## src/rtl/fountain_enc_sched_if.sv

```systemverilog
// fountain_enc_sched_if: block control, source-word and encoded-symbol signals of the fountain encoder.
interface fountain_enc_sched_if #(parameter int K = 8, parameter int W = 64);
  logic start;
  logic [15:0] seed;
  logic [7:0] num_sym;
  logic in_valid;
  logic in_ready;
  logic [W-1:0] in_data;
  logic out_valid;
  logic out_ready;
  logic [W-1:0] out_data;
  logic [K-1:0] out_mask;
  logic busy;
  logic done;
  modport master (
    output start, seed, num_sym, in_valid, in_data, out_ready,
    input in_ready, out_valid, out_data, out_mask, busy, done
  );
  modport slave (
    input start, seed, num_sym, in_valid, in_data, out_ready,
    output in_ready, out_valid, out_data, out_mask, busy, done
  );
endinterface

```

## src/rtl/fountain_enc_sched.sv

```systemverilog
// fountain_enc_sched: loads K source words, then emits LFSR-masked XOR symbols one at a time.
module fountain_enc_sched #(
  parameter int K = 8,
  parameter int W = 64
) (
  input logic clk,
  input logic rst_n,
  fountain_enc_sched_if.slave bus
);
  localparam int CW = $clog2(K);
  typedef enum logic [2:0] {IDLE, LOAD, GEN, XOR, OUT, DONE} state_t;
  state_t state_q, state_d;
  logic [15:0] lfsr_q, lfsr_d, lfsr_nx;
  logic [K-1:0] mask_q, mask_d;
  logic [W-1:0] acc_q, acc_d;
  logic [CW-1:0] cnt_q, cnt_d;
  logic [7:0] sym_q, sym_d, num_q, num_d, sym_inc;
  logic [W-1:0] buf_q [K];
  logic [W-1:0] buf_d [K];
  assign lfsr_nx = {lfsr_q[14:0], lfsr_q[15] ^ lfsr_q[13] ^ lfsr_q[12] ^ lfsr_q[10]};
  assign sym_inc = sym_q + 8'd1;
  always_ff @(posedge clk or negedge rst_n) begin
    if (!rst_n) begin
      state_q <= IDLE;
      lfsr_q <= '0;
      mask_q <= '0;
      acc_q <= '0;
      cnt_q <= '0;
      sym_q <= '0;
      num_q <= '0;
    end else begin
      state_q <= state_d;
      lfsr_q <= lfsr_d;
      mask_q <= mask_d;
      acc_q <= acc_d;
      cnt_q <= cnt_d;
      sym_q <= sym_d;
      num_q <= num_d;
    end
  end
  // Source buffer is deliberately unreset; it is always fully rewritten before use.
  always_ff @(posedge clk) buf_q <= buf_d;
  always_comb begin
    state_d = state_q;
    case (state_q)
      IDLE: if (bus.start) state_d = (bus.num_sym == 8'd0) ? DONE : LOAD;
      LOAD: if (bus.in_valid && cnt_q == CW'(K - 1)) state_d = GEN;
      GEN: state_d = XOR;
      XOR: if (cnt_q == CW'(K - 1)) state_d = OUT;
      OUT: if (bus.out_ready) state_d = (sym_inc == num_q) ? DONE : GEN;
      DONE: state_d = IDLE;
      default: state_d = IDLE;
    endcase
  end
  always_comb begin
    lfsr_d = lfsr_q;
    mask_d = mask_q;
    acc_d = acc_q;
    cnt_d = cnt_q;
    sym_d = sym_q;
    num_d = num_q;
    buf_d = buf_q;
    case (state_q)
      IDLE: if (bus.start) begin
        lfsr_d = (bus.seed == 16'd0) ? 16'hACE1 : bus.seed;
        num_d = bus.num_sym;
        cnt_d = '0;
        sym_d = '0;
      end
      LOAD: if (bus.in_valid) begin
        buf_d[cnt_q] = bus.in_data;
        cnt_d = cnt_q + 1'b1;
      end
      GEN: begin
        lfsr_d = lfsr_nx;
        mask_d = (lfsr_nx[K-1:0] == '0) ? K'(1) : lfsr_nx[K-1:0];
        acc_d = '0;
        cnt_d = '0;
      end
      XOR: begin
        acc_d = acc_q ^ (mask_q[cnt_q] ? buf_q[cnt_q] : '0);
        cnt_d = cnt_q + 1'b1;
      end
      OUT: if (bus.out_ready) sym_d = sym_inc;
      default: ;
    endcase
  end
  always_comb begin
    bus.in_ready = state_q == LOAD;
    bus.out_valid = state_q == OUT;
    bus.out_data = (state_q == OUT) ? acc_q : '0;
    bus.out_mask = (state_q == OUT) ? mask_q : '0;
    bus.busy = state_q != IDLE;
    bus.done = state_q == DONE;
  end
endmodule

```

## src/flat_wrapper.sv

```systemverilog
// flat-port wrapper written by rule: the top's interface ports become plain ports
module fountain_enc_sched_flat 
#(
  parameter int K = 8,
  parameter int W = 64
)
  (clk, rst_n, bus_start, bus_seed, bus_num_sym, bus_in_valid, bus_in_data, bus_out_ready, bus_in_ready, bus_out_valid, bus_out_data, bus_out_mask, bus_busy, bus_done);
  fountain_enc_sched_if #(.K(K), .W(W)) bus_i ();
  input logic clk;
  input logic rst_n;
  input wire logic [$bits(bus_i.start)-1:0] bus_start;
  input wire logic [$bits(bus_i.seed)-1:0] bus_seed;
  input wire logic [$bits(bus_i.num_sym)-1:0] bus_num_sym;
  input wire logic [$bits(bus_i.in_valid)-1:0] bus_in_valid;
  input wire logic [$bits(bus_i.in_data)-1:0] bus_in_data;
  input wire logic [$bits(bus_i.out_ready)-1:0] bus_out_ready;
  output wire logic [$bits(bus_i.in_ready)-1:0] bus_in_ready;
  output wire logic [$bits(bus_i.out_valid)-1:0] bus_out_valid;
  output wire logic [$bits(bus_i.out_data)-1:0] bus_out_data;
  output wire logic [$bits(bus_i.out_mask)-1:0] bus_out_mask;
  output wire logic [$bits(bus_i.busy)-1:0] bus_busy;
  output wire logic [$bits(bus_i.done)-1:0] bus_done;
  assign bus_i.start = bus_start;
  assign bus_i.seed = bus_seed;
  assign bus_i.num_sym = bus_num_sym;
  assign bus_i.in_valid = bus_in_valid;
  assign bus_i.in_data = bus_in_data;
  assign bus_i.out_ready = bus_out_ready;
  assign bus_in_ready = bus_i.in_ready;
  assign bus_out_valid = bus_i.out_valid;
  assign bus_out_data = bus_i.out_data;
  assign bus_out_mask = bus_i.out_mask;
  assign bus_busy = bus_i.busy;
  assign bus_done = bus_i.done;
  fountain_enc_sched #(.K(K), .W(W)) u_core (.clk(clk), .rst_n(rst_n), .bus(bus_i));
endmodule
```

## config.mk

```make
export PLATFORM = sky130hd
export DESIGN_NAME = fountain_enc_sched_flat
export DESIGN_NICKNAME = d
export VERILOG_FILES = /design/src/rtl/fountain_enc_sched_if.sv /design/src/rtl/fountain_enc_sched.sv /design/src/flat_wrapper.sv
export SDC_FILE = /design/constraint.sdc
export NUM_CORES = 1
export LEC_CHECK = 0
export CAP_MARGIN = 20
export CORE_AREA = 2 2 216 218
export CTS_BUF_LIST = sky130_fd_sc_hd__clkbuf_8
export CTS_CLUSTER_DIAMETER = 40
export DETAILED_ROUTE_END_ITERATION = 10
export DIE_AREA = 0 0 218 220
export GPL_ROUTABILITY_DRIVEN = 0
export GPL_TIMING_DRIVEN = 0
export PLACE_DENSITY = 0.89
export SYNTH_ARGS = -nofsm -noshare
export SYNTH_HDL_FRONTEND = slang
export SYNTH_SLANG_ARGS = --single-unit
```

## constraint.sdc

```tcl
create_clock -name clk -period 6.1 [get_ports clk]
set_clock_uncertainty 0.1 [all_clocks]
set_input_delay 1.22 -clock clk [delete_from_list [all_inputs] [get_ports clk]]
set_output_delay 1.22 -clock clk [all_outputs]
set_load 0.02 [all_outputs]
```

==> results list <==
* Result of the run: finished, final reports clean
* Max-Cap Viols: 0
- Reg2Reg Setup Slack: between 2 and 3 ns
- Maximum buffer depth of the clock tree: 3
* Final instance count without filler cells: ~2400
- For the worst setup path, the data required time is between 4 and 5 ns.
- Synth top area cells: sky130_fd_sc_hd__edfxtp_1 (62%), sky130_fd_sc_hd__mux4_2 (12%), sky130_fd_sc_hd__dfrtp_1 (11%)
* Layout overhead on the synthesized area: 20.42%
- The average instance in the mapped netlist occupies between 15 and 20 um^2.
* Starting Density: 0.5395
- For this run, asynchronously set or reset flops after synthesis account for 0.1768.
- The critical path crosses 8 cells after its start point.
* Number of gates resized after CTS: 0
* Post-CTS Hold Buffers: 0
* Residual antenna-violating net count after detailed routing: 0
* Total iterations of the first detailed-routing run: 6
- Maximum vdd ir drop: between 0.2 and 0.25 mV
- Count of mapped cells out of synthesis: 1375
- The number of antenna violations at the first check in global routing is 6.
- Entering global routing, the biggest net connects 90 pins.
- The root buffer cell chosen for the clock tree is sky130_fd_sc_hd__clkbuf_8.
* Remaining DRCs: 0
- In this run the core area contains 79 standard-cell rows.
- Sequential cell fraction of total power: 0.438
- After detailed routing, the average wire length per cell comes to ~24 um.
- Among all stages on the critical path, the largest delay is contributed by sky130_fd_sc_hd__clkdlybuf4s50_1.
- The count of final max-slew check failures is 0.
* Clk network pwr share: 0.269
* Via count of the first global-routing pass: ~15000
- The largest single stage delay on the critical path is around 0.63 ns.
- The hold violation total from the final report came to 0.
- Setup repair after global routing left no endpoint under its margin.
- Hold is met by approximately 0.29 ns.
- In this run the critical register-to-register path is launched from u_core.cnt_q[2].
* Buffers added on ports: around 170
- Of the synthesized area, sequential elements account for 0.7326.
- Counting both buffers and inverters, the worst setup path holds a total of 5.
- Die Width: 218 um
- The worst setup path is captured at a primary output.
- Least-Margin Pin Slew: 1.020 ns
- Detailed Route Iter0 Violations: about 1900
* Post-route clock period utilization: 0.7889
- Across every metal layer, demand over resource in global routing totals 0.2446.
- STA classifies the critical path startpoint as a register.
- Combinational cell fraction of total power: 0.293
- Global-route wire length before repair: a little under 90000 um
- Tmin final: approximately 4.8 ns
* Final setup vio count: 0
* Routed via count divided by cell count: between 6 and 7
- In this design, the critical path's most frequently occurring cell is sky130_fd_sc_hd__clkbuf_1.
- Maximum frequency from static timing analysis: 207.8 MHz
- Final net count: ~1800
- Clk pin slew, worst setup/hold paths: 0.06 ns
- Footprint of the flip-flops and latches: about 0.018 mm^2
* Post-CTS setup buffer count: 0
- Synthesis instantiated 42 different standard cells from the library.
* Count of warnings emitted by yosys: 0
- Data arrival time at the worst-slack endpoint: ~3.5 ns
* Kind of critical path: reg2out
* Total congestion overflow after global routing: 0
- The wire-length estimate of the detail-placed layout is approximately 37000 um.
* Critical path fanouts, max: 10
* Number of enable flip-flop cells after synthesis: 512
- In the final layout, the share of cells above drive strength 1 is 0.1965.
- In this run the critical register-to-register path is captured at u_core.buf_q[24].
* Yosys top cell by area: sky130_fd_sc_hd__edfxtp_1
- Count of filler cells inserted in the layout: roughly 3000
* Family of cells with the greatest summed delay on the critical path: buffers and inverters
- The analysis attributes to net switching a power of 4.049 mW.
- Area of the core: around 0.046 mm^2
* Critical path startpoint: u_core.state_q[0]
- The later pin in the worst-skew pair is clocked with a latency of around 0.7 ns.
- TritonCTS built the clock tree.
* H-tree levels: 3
* Max-Slew Margin vs Limit: 0.3187
* Internal power: a little under 9 mW
* Critical-path cell list: nor2_1 -> nand2_1 -> inv_1 -> clkbuf_1 -> buf_8 -> clkbuf_1 -> and2_1 -> clkdlybuf4s50_1
* Top-level port count: roughly 170
* Total power divided by cell area: ~430 mW/mm^2
* Commonest non-fill, non-tap cell in the layout: sky130_fd_sc_hd__edfxtp_1
* Via count: between 10000 and 15000
- For this design, the sink count on the clock tree is between 600 and 700.
* DP Cell Count: roughly 2200
- Static power due to leakage: 10.38 nW
* Height of the die: 220 um
- Of the post-synthesis cell area, the dominant cell type holds 0.6214.
* Die Footprint: 0.04796 mm^2
* Most used DFF post-synth: sky130_fd_sc_hd__edfxtp_1
- Depth of the worst register-to-register path: 6
- Area taken by multi-input logic gates: around 0.0063 mm^2
* TritonCTS buffer count: between 90 and 100
- The worst hold path belongs to the class in2async.
* Netlist area before placement: 0.02474 mm^2
* Total Wirelength: about 58000 um
- Switching share of power: 0.3131
* Worst setup path endpoint: bus_out_data[30]
- Number of synthesized register bits: ~620
- When the netlist entered floorplanning its net count stood at 1471.
- The top cell types in the final layout, fill and taps aside, are sky130_fd_sc_hd__edfxtp_1 (512), sky130_fd_sc_hd__clkdlybuf4s50_1 (167), sky130_fd_sc_hd__mux4_2 (130).
-- sequential cells by signal, indices dropped and copies added (netlist names) --
register        cells
u_core.acc_q       64
u_core.buf_q      512
u_core.cnt_q        3
u_core.lfsr_q      16
u_core.mask_q       8
u_core.num_q        8
u_core.state_q      3
u_core.sym_q        8
-- worst reg2reg max path: stages, from the launching register on --
cell	delay (ns)
sky130_fd_sc_hd__dfrtp_1	0.38
sky130_fd_sc_hd__buf_4	0.25
sky130_fd_sc_hd__buf_2	0.38
sky130_fd_sc_hd__clkbuf_1	0.57
sky130_fd_sc_hd__nand2_1	0.29
sky130_fd_sc_hd__nor2_4	0.84
sky130_fd_sc_hd__buf_12	0.30
-- worst min path at each step --
stage,startpoint,to,depth (start not counted)
after floorplan,u_core.lfsr_q[9],u_core.lfsr_q[9],2
after global placement,u_core.lfsr_q[8],u_core.lfsr_q[8],2
after detailed placement,u_core.lfsr_q[8],u_core.lfsr_q[8],2
after CTS,rst_n,u_core.sym_q[6],1
after global routing,rst_n,u_core.acc_q[54],1
final,rst_n,u_core.sym_q[5],1
-- power by group through the flow --
stage                     sequential, mW  combinational [mW]  clock, mW
after detailed placement            5.73                3.78          0
after global placement              5.76                3.42          0
after CTS                           5.66                3.81       3.51
after global routing                5.72                4.08       3.69
final                               5.66                3.79       3.47
after floorplan                     5.64                2.58          0
-- layout make-up --
type / instances / area share
clock inverters: 78 / 0.01600
clock buffers: 109 / 0.05035
well taps: 607 / 0.02549
repair buffers: 194 / 0.07508
multi-input cells: 673 / 0.2114
inverters: 2 / 0.0002520
diodes: 3 / 0.0002520
plain buffers: 78 / 0.01281
flip-flops and latches: 622 / 0.6084
-- synth_stat cells, types with 10 or more instances --
cell type / count
sky130_fd_sc_hd__mux4_2: 130
sky130_fd_sc_hd__nand2_1: 86
sky130_fd_sc_hd__clkbuf_1: 41
sky130_fd_sc_hd__and2_1: 72
sky130_fd_sc_hd__buf_4: 11
sky130_fd_sc_hd__buf_2: 20
sky130_fd_sc_hd__o21ai_1: 10
sky130_fd_sc_hd__nor2_1: 22
sky130_fd_sc_hd__a21oi_1: 67
sky130_fd_sc_hd__xnor2_1: 10
sky130_fd_sc_hd__edfxtp_1: 512
sky130_fd_sc_hd__or3_1: 65
sky130_fd_sc_hd__dfrtp_1: 110
sky130_fd_sc_hd__mux2i_1: 64
sky130_fd_sc_hd__a22oi_1: 10
sky130_fd_sc_hd__o21ai_0: 70
-- logic make-up after synthesis --
group | Yosys count | share of synthesized area
DFF | 622 | 0.7326
muxes | 198 | 0.1460
adders and majority gates | 3 | 0.001517
AOI/OAI and AO/OA | 171 | 0.03686
and+or+nand+nor | 282 | 0.06048
xor gates and xnor gates | 19 | 0.006726
buffers and inverters | 80 | 0.01573
-- per-stage QoR --
step / total power, mW / TNS [ns] / area (um^2) / utilization / setup slack [ns]
after floorplan: 8.220 / 0 / 24750 / - / 1.251
after global placement: 9.178 / -894.76 / 27190 / 0.5929 / -1.742
after detailed placement: 9.506 / 0 / 27800 / 0.6061 / 1.809
after CTS: 12.97 / 0 / 29770 / 0.6492 / 1.032
after global routing: 13.49 / 0 / 29800 / 0.6497 / 1.211
final: 12.93 / 0 / 29800 / 0.6497 / 1.288
-- metal layers --
layer | vias up | global-route usage | part of all wire
met3 | 125 | 0.05908 | 0.080
met2 | 724 | 0.4042 | 0.50
li1 | 6059 | - | -
met5 | - | 0 | 0.00073
met1 | 7348 | 0.3175 | 0.39
met4 | 6 | 0.09229 | 0.029
No activity file was read; power rests on OpenSTA's default activity.
